## config.mk

```make
export PLATFORM = sky130hd
export DESIGN_NAME = hwinfo_fetch
export DESIGN_NICKNAME = d
export VERILOG_FILES = /design/src/rtl/hwinfo_pkg.sv /design/src/rtl/hwinfo_fetch.sv
export SDC_FILE = /design/constraint.sdc
export NUM_CORES = 2
export LEC_CHECK = 0
export CAP_MARGIN = 0
export CORE_AREA = 2 2 466 468
export CTS_CLUSTER_DIAMETER = 120
export CTS_CLUSTER_SIZE = 14
export DETAILED_ROUTE_END_ITERATION = 10
export DIE_AREA = 0 0 468 470
export SYNTH_ARGS = -nofsm -noshare
export SYNTH_HDL_FRONTEND = slang
export SYNTH_SLANG_ARGS = --single-unit
```

## constraint.sdc

```tcl
create_clock -name M_AXI_ACLK_i -period 2.3 [get_ports M_AXI_ACLK_i]
set_input_delay 0.46 -clock M_AXI_ACLK_i [delete_from_list [all_inputs] [get_ports M_AXI_ACLK_i]]
set_output_delay 0.46 -clock M_AXI_ACLK_i [all_outputs]
set_load 0.01 [all_outputs]
```

## src/rtl/hwinfo_pkg.sv

```systemverilog
// Shared types, AXI response codes and width helpers for the hwinfo_fetch sweep master.
package hwinfo_pkg;

  typedef enum logic [1:0] {
    IDLE,
    ADDR,
    DATA
  } state_e;

  localparam logic [1:0] RESP_OKAY   = 2'b00;
  localparam logic [1:0] RESP_SLVERR = 2'b10;
  localparam logic [1:0] RESP_DECERR = 2'b11;

  localparam int DEFAULT_REG_DATA_WIDTH = 64;
  localparam int DEFAULT_AXI_DATA_WIDTH = 128;
  localparam int REG_DATA_BYTES         = DEFAULT_REG_DATA_WIDTH / 8;
  localparam int DEFAULT_LANES          = DEFAULT_AXI_DATA_WIDTH / DEFAULT_REG_DATA_WIDTH;

  // Counter width for n values, never narrower than one bit.
  function automatic int clog2_min1(input int n);
    return (n > 1) ? $clog2(n) : 1;
  endfunction

endpackage

```

## src/rtl/hwinfo_fetch.sv

```systemverilog
// AXI4-Lite read-only master: one start pulse sweeps REGNUM info registers into a local cache.
module hwinfo_fetch
  import hwinfo_pkg::*;
#(
  parameter int C_M_AXI_ADDR_WIDTH = 12,
  parameter int C_M_AXI_DATA_WIDTH = DEFAULT_AXI_DATA_WIDTH,
  parameter int REG_DATA_WIDTH     = DEFAULT_REG_DATA_WIDTH,
  parameter int REGNUM             = 16,
  parameter int BASE_ADDR          = 0
) (
  input  logic                                 M_AXI_ACLK_i,
  input  logic                                 M_AXI_ARESET_i,
  input  logic                                 start_i,
  output logic                                 busy_o,
  output logic                                 done_o,
  output logic                                 error_o,
  output logic [REG_DATA_WIDTH*REGNUM-1:0]     regs_o,
  output logic [REGNUM-1:0]                    regs_valid_o,
  output logic [C_M_AXI_ADDR_WIDTH-1:0]        M_AXI_ARADDR_o,
  output logic [2:0]                           M_AXI_ARPROT_o,
  output logic                                 M_AXI_ARVALID_o,
  input  logic                                 M_AXI_ARREADY_i,
  input  logic [C_M_AXI_DATA_WIDTH-1:0]        M_AXI_RDATA_i,
  input  logic [1:0]                           M_AXI_RRESP_i,
  input  logic                                 M_AXI_RVALID_i,
  output logic                                 M_AXI_RREADY_o
);

  localparam int BYTES_PER_REG = REG_DATA_WIDTH / 8;
  localparam int LANES         = C_M_AXI_DATA_WIDTH / REG_DATA_WIDTH;
  localparam int LANE_W        = clog2_min1(LANES);
  localparam int LANE_LSB      = $clog2(BYTES_PER_REG);
  localparam int IDX_W         = clog2_min1(REGNUM);

  typedef logic [C_M_AXI_ADDR_WIDTH-1:0] addr_t;

  localparam addr_t             BASE     = addr_t'(BASE_ADDR);
  localparam addr_t             STRIDE   = addr_t'(BYTES_PER_REG);
  localparam logic [IDX_W-1:0]  LAST_IDX = IDX_W'(REGNUM - 1);

  state_e                                   state_q, state_d;
  logic [IDX_W-1:0]                         index_q, index_d;
  logic [LANE_W-1:0]                        lane_q, lane_d;
  addr_t                                    araddr_q, araddr_d;
  logic                                     arvalid_q, arvalid_d;
  logic                                     rready_q, rready_d;
  logic                                     busy_q, busy_d;
  logic                                     done_q, done_d;
  logic                                     error_q, error_d;
  logic [REGNUM-1:0][REG_DATA_WIDTH-1:0]    regs_q, regs_d;
  logic [REGNUM-1:0]                        regs_valid_q, regs_valid_d;

  logic [LANES-1:0][REG_DATA_WIDTH-1:0]     rdata_lanes;
  logic [LANE_W-1:0]                        ar_lane;

  assign rdata_lanes = M_AXI_RDATA_i;

  // The lane is taken from the address being presented, so it is already known at the AR handshake.
  generate
    if (LANES > 1) begin : g_multi_lane
      assign ar_lane = araddr_q[LANE_LSB +: LANE_W];
    end else begin : g_single_lane
      assign ar_lane = '0;
    end
  endgenerate

  always_comb begin
    // NOTE: every signal gets a default before the case so no path can infer a latch.
    state_d      = state_q;
    index_d      = index_q;
    lane_d       = lane_q;
    araddr_d     = araddr_q;
    arvalid_d    = arvalid_q;
    rready_d     = rready_q;
    done_d       = 1'b0;
    error_d      = error_q;
    regs_d       = regs_q;
    regs_valid_d = regs_valid_q;

    unique case (state_q)
      IDLE: begin
        // done_q high means the sweep ended on the last edge; a start in that cycle is dropped.
        if (start_i && !done_q) begin
          state_d      = ADDR;
          index_d      = '0;
          araddr_d     = BASE;
          arvalid_d    = 1'b1;
          error_d      = 1'b0;
          regs_valid_d = '0;
        end
      end
      ADDR: begin
        if (M_AXI_ARREADY_i) begin
          state_d   = DATA;
          arvalid_d = 1'b0;
          rready_d  = 1'b1;
          lane_d    = ar_lane;
        end
      end
      DATA: begin
        if (M_AXI_RVALID_i) begin
          rready_d = 1'b0;
          if (M_AXI_RRESP_i != RESP_OKAY) begin
            error_d = 1'b1;
            done_d  = 1'b1;
            state_d = IDLE;
          end else begin
            regs_d[index_q]       = rdata_lanes[lane_q];
            regs_valid_d[index_q] = 1'b1;
            if (index_q == LAST_IDX) begin
              done_d  = 1'b1;
              state_d = IDLE;
            end else begin
              index_d   = index_q + 1'b1;
              araddr_d  = araddr_q + STRIDE;
              arvalid_d = 1'b1;
              state_d   = ADDR;
            end
          end
        end
      end
      default: state_d = IDLE;
    endcase

    busy_d = (state_d != IDLE);
  end

  always_ff @(posedge M_AXI_ACLK_i) begin
    if (M_AXI_ARESET_i) begin
      state_q      <= IDLE;
      index_q      <= '0;
      lane_q       <= '0;
      araddr_q     <= BASE;
      arvalid_q    <= 1'b0;
      rready_q     <= 1'b0;
      busy_q       <= 1'b0;
      done_q       <= 1'b0;
      error_q      <= 1'b0;
      // NOTE: the cache is flops, not RAM, so it can be cleared here; consumers never see pre-reset data.
      regs_q       <= '0;
      regs_valid_q <= '0;
    end else begin
      state_q      <= state_d;
      index_q      <= index_d;
      lane_q       <= lane_d;
      araddr_q     <= araddr_d;
      arvalid_q    <= arvalid_d;
      rready_q     <= rready_d;
      busy_q       <= busy_d;
      done_q       <= done_d;
      error_q      <= error_d;
      regs_q       <= regs_d;
      regs_valid_q <= regs_valid_d;
    end
  end

  assign busy_o          = busy_q;
  assign done_o          = done_q;
  assign error_o         = error_q;
  assign regs_o          = regs_q;
  assign regs_valid_o    = regs_valid_q;
  assign M_AXI_ARADDR_o  = araddr_q;
  assign M_AXI_ARPROT_o  = 3'b000;
  assign M_AXI_ARVALID_o = arvalid_q;
  assign M_AXI_RREADY_o  = rready_q;

endmodule

```

==> metrics <==
number of synthesized flops with an enable pin=0; first-pass GRT wire length=245000 µm; Synth Area in Adders=0.00173; NumNets Final=a little over 5000; Worst Reg-to-Reg Cells=9; RSZ-0062 raised after global routing=true; initial antenna violation count=28; Final setup viols=0; Die Height=470 µm; fin area=57800 µm²; Slew Limit Headroom=0.578; Post-synth ARST share=0; Hold Path Cell Cnt=4; # fillers=22547; multiplexer share of the synthesized area=0.0186; Yosys warnings=0; WP data required=2920 ps; Rows=about 170; Core Footprint=216000 µm²; Top Ports=~1200; XOR/XNOR share of the synthesized area=0; antenna-violating nets left=0; Layout Skew=about 41 ps; clock-pin slew on the worst setup and hold paths=70 ps; PD cells=approximately 600 nW/µm²; layout cells sized above 1=0.115; routing usage on met3=0.0482; R2R Setup Slk=~34 ps; Final HPWL DP=approximately 130000 µm; status=finished clean; Max Fclk=~440 MHz; CP top delay family=simple AND/OR/NAND/NOR gates; area share of the largest cell type after synthesis=0.589; most frequent cells in the layout=1175 x clkdlybuf4s50_1, 1056 x dfxtp_1, 1052 x nor2_1, 1011 x a211oi_1, 219 x buf_4; Detailed Routing Iterations Pass 1=5; complex-gate fraction of the synthesized area=0.221; CP max stage delay=460 ps; Worst Hold Class=input pin to flip-flop; max-slew violations=0; Clk Tree Root Cell=clkbuf_16; leading cell type in the layout, fill and taps excluded=clkdlybuf4s50_1; worst vdd ir=0.522 mV; Worst Setup End Kind=flip-flop; Buf+Inv Stages, Crit Path=4; Placed Area=54900 µm²; Area growth syn-to-layout=60.4%; Avg WL per Cell=between 20 and 25 µm; simple-gate share of the synthesized area=0.119; cell mode on critical path=buf_12; total track usage=0.156; max-capacitance violation count=0; Routability Congestion=between 0.7 and 0.8; r2r startpoint=index_q[0]; die width=about 470 µm; startpoint types=flip-flop; worst-path cell chain=inv_1 > ha_2 > or3b_4 > nor3_4 > buf_12 > buf_12 > buf_4 > nor2_1 > a211oi_1; hold endpoint=M_AXI_RREADY_o; clock sinks=approximately 1100; gr busiest metal=met2; Final min period=around 2300 ps; Worst-Margin Slew=approximately 630 ps; Worst EP arrival=approximately 2900 ps; final routed DRC violation total=0; number of global-route vias before repair=31688; via count=33475; met2 GRT Util=0.243; HP Start=M_AXI_RVALID_i; overall power=34.9 mW; flops & latches, synth=1061; largest net degree at the start of global routing=about 120; drt first-iter violations=2640; top post-synthesis cells by area=dfxtp_1 59%, a211oi_1 21%, nor2_1 11%; Top FF cell, synth=dfxtp_1; Syn Inst Count=around 3800; TritonCTS Buffers=89; met1 Use GR=0.204; later-pin clock latency in the skew report=around 740 ps; register area share after synthesis=0.589; Mapped Area=roughly 36000 µm²; slowest CP cell=or3b_4; area of the die=220000 µm²; crit share post-route=0.985; Final TNS setup=0 ps; LEAKAGE=between 15 and 20 nW; largest family of logic cells by synthesized area=compound AO/OA/AOI/OAI gates; CP max FO=10; Max Root-Sink Buffers=3; starting density of the core=0.167; CTS HTree Levels=3; input/output buffers=1188; crit path kind=flip-flop to flip-flop; R2R Path End=regs_o[682]; DRT Wirelength=between 150000 and 200000 µm; Cell variety after synth=38; synthesized area per cell=9.61 µm²; Final Hold Vio Count=0; vias per cell=4.26; CTS tree=yes; area leader, netlist=dfxtp_1; total congestion overflow=0
synthesized netlist by cell type, types with 6 or more instances:
cell / number
dfxtp_1: 1061
nor2_1: 1052
a211oi_1: 1024
clkbuf_1: 299
buf_2: 108
mux2i_1: 66
a21oi_1: 29
buf_1: 14
nor3_1: 9
nor4_1: 9
inv_1: 8
o21ai_0: 7
or3_1: 7
buf_4: 6
state kept, by name (all words and copies together), names as in the netlist:
signal           cells
busy_o               1
regs_o            1024
M_AXI_RREADY_o       1
done_o               1
regs_valid_o        16
state_q              2
lane_q               1
index_q              4
M_AXI_ARADDR_o       9
error_o              1
M_AXI_ARVALID_o      1
area by class of cell:
class | count | area [µm²] | area share
clock buffers | 92 | 2260 | 0.0391
clock inverters | 12 | 206 | 0.00357
inverters | 8 | 30.0 | 0.000519
multi-input cells | 2262 | 14100 | 0.243
flip-flops and latches | 1061 | 21200 | 0.367
diodes | 17 | 42.5 | 0.000736
well taps | 2854 | 3570 | 0.0617
repair buffers | 1555 | 16400 | 0.284
worst reg2reg max path, delay by kind of cell (launching register included):
kind	cells	cell delay [ps]
AND/OR/NAND/NOR	3	740
buffers and inverters	4	640
flip-flops	1	340
AO/OA/AOI/OAI	1	220
adder cells (fa/ha/maj)	1	200
worst max-delay path by stage:
stage,start,endpoint,slack [ps],cells after the start
2_1_floorplan,index_q[0],regs_o[930],220,7
3_5_place_dp,M_AXI_RRESP_i[1],regs_o[699],-670,7
4_1_cts,regs_valid_o[11],regs_valid_o[11],0.2,1
3_3_place_gp,M_AXI_RRESP_i[1],regs_o[642],-550,7
6_report,index_q[0],regs_o[682],30,9
5_1_grt,index_q[0],regs_o[915],-60,9
metrics by stage:
stage	hold slack (ps)	worst slack [ps]	utilization	instances
2_1_floorplan	481	223	-	3759
3_3_place_gp	452	-547	0.255	7729
3_5_place_dp	464	-666	0.255	7729
4_1_cts	330	0.198	0.267	7836
5_1_grt	399	-58.3	0.268	7849
6_report	434	34.0	0.268	7861
logic make-up (layout without fill, tap and decap cells):
kind of cell             after synthesis  after routing
buffers and inverters                436           1667
AO/OA/AOI/OAI                       1075           1075
other                                  1             23
adder cells (fa/ha/maj)                5              5
flip-flops                          1061           1061
AND/OR/NAND/NOR                     1109           1109
multiplexers                          67             67
power by group:
part | switching, mW | internal (mW)
Sequential | 0.0131 | 18.4
Clock | 7.24 | 7.06
Combinational | 1.47 | 0.697
Total | 8.72 | 26.1
repair_timing:
action | 4_1_cts | 5_1_grt
hold buffers | 1 | 0
setup buffers | 1 | 4
pin swaps | 2 | 3
resized for setup | 18 | 36
setup endpoints to repair | 197 | 404
gates cloned | 1 | 4
endpoints found under the hold margin | 5 | 0
layer usage:
layer,vias to the layer above,routed length [µm]
li1,15740,-
met1,16009,78000
met2,1508,80800
met3,218,18300
met4,0,4740
met5,-,0
Note: power is estimated with default switching activity, not from simulation.
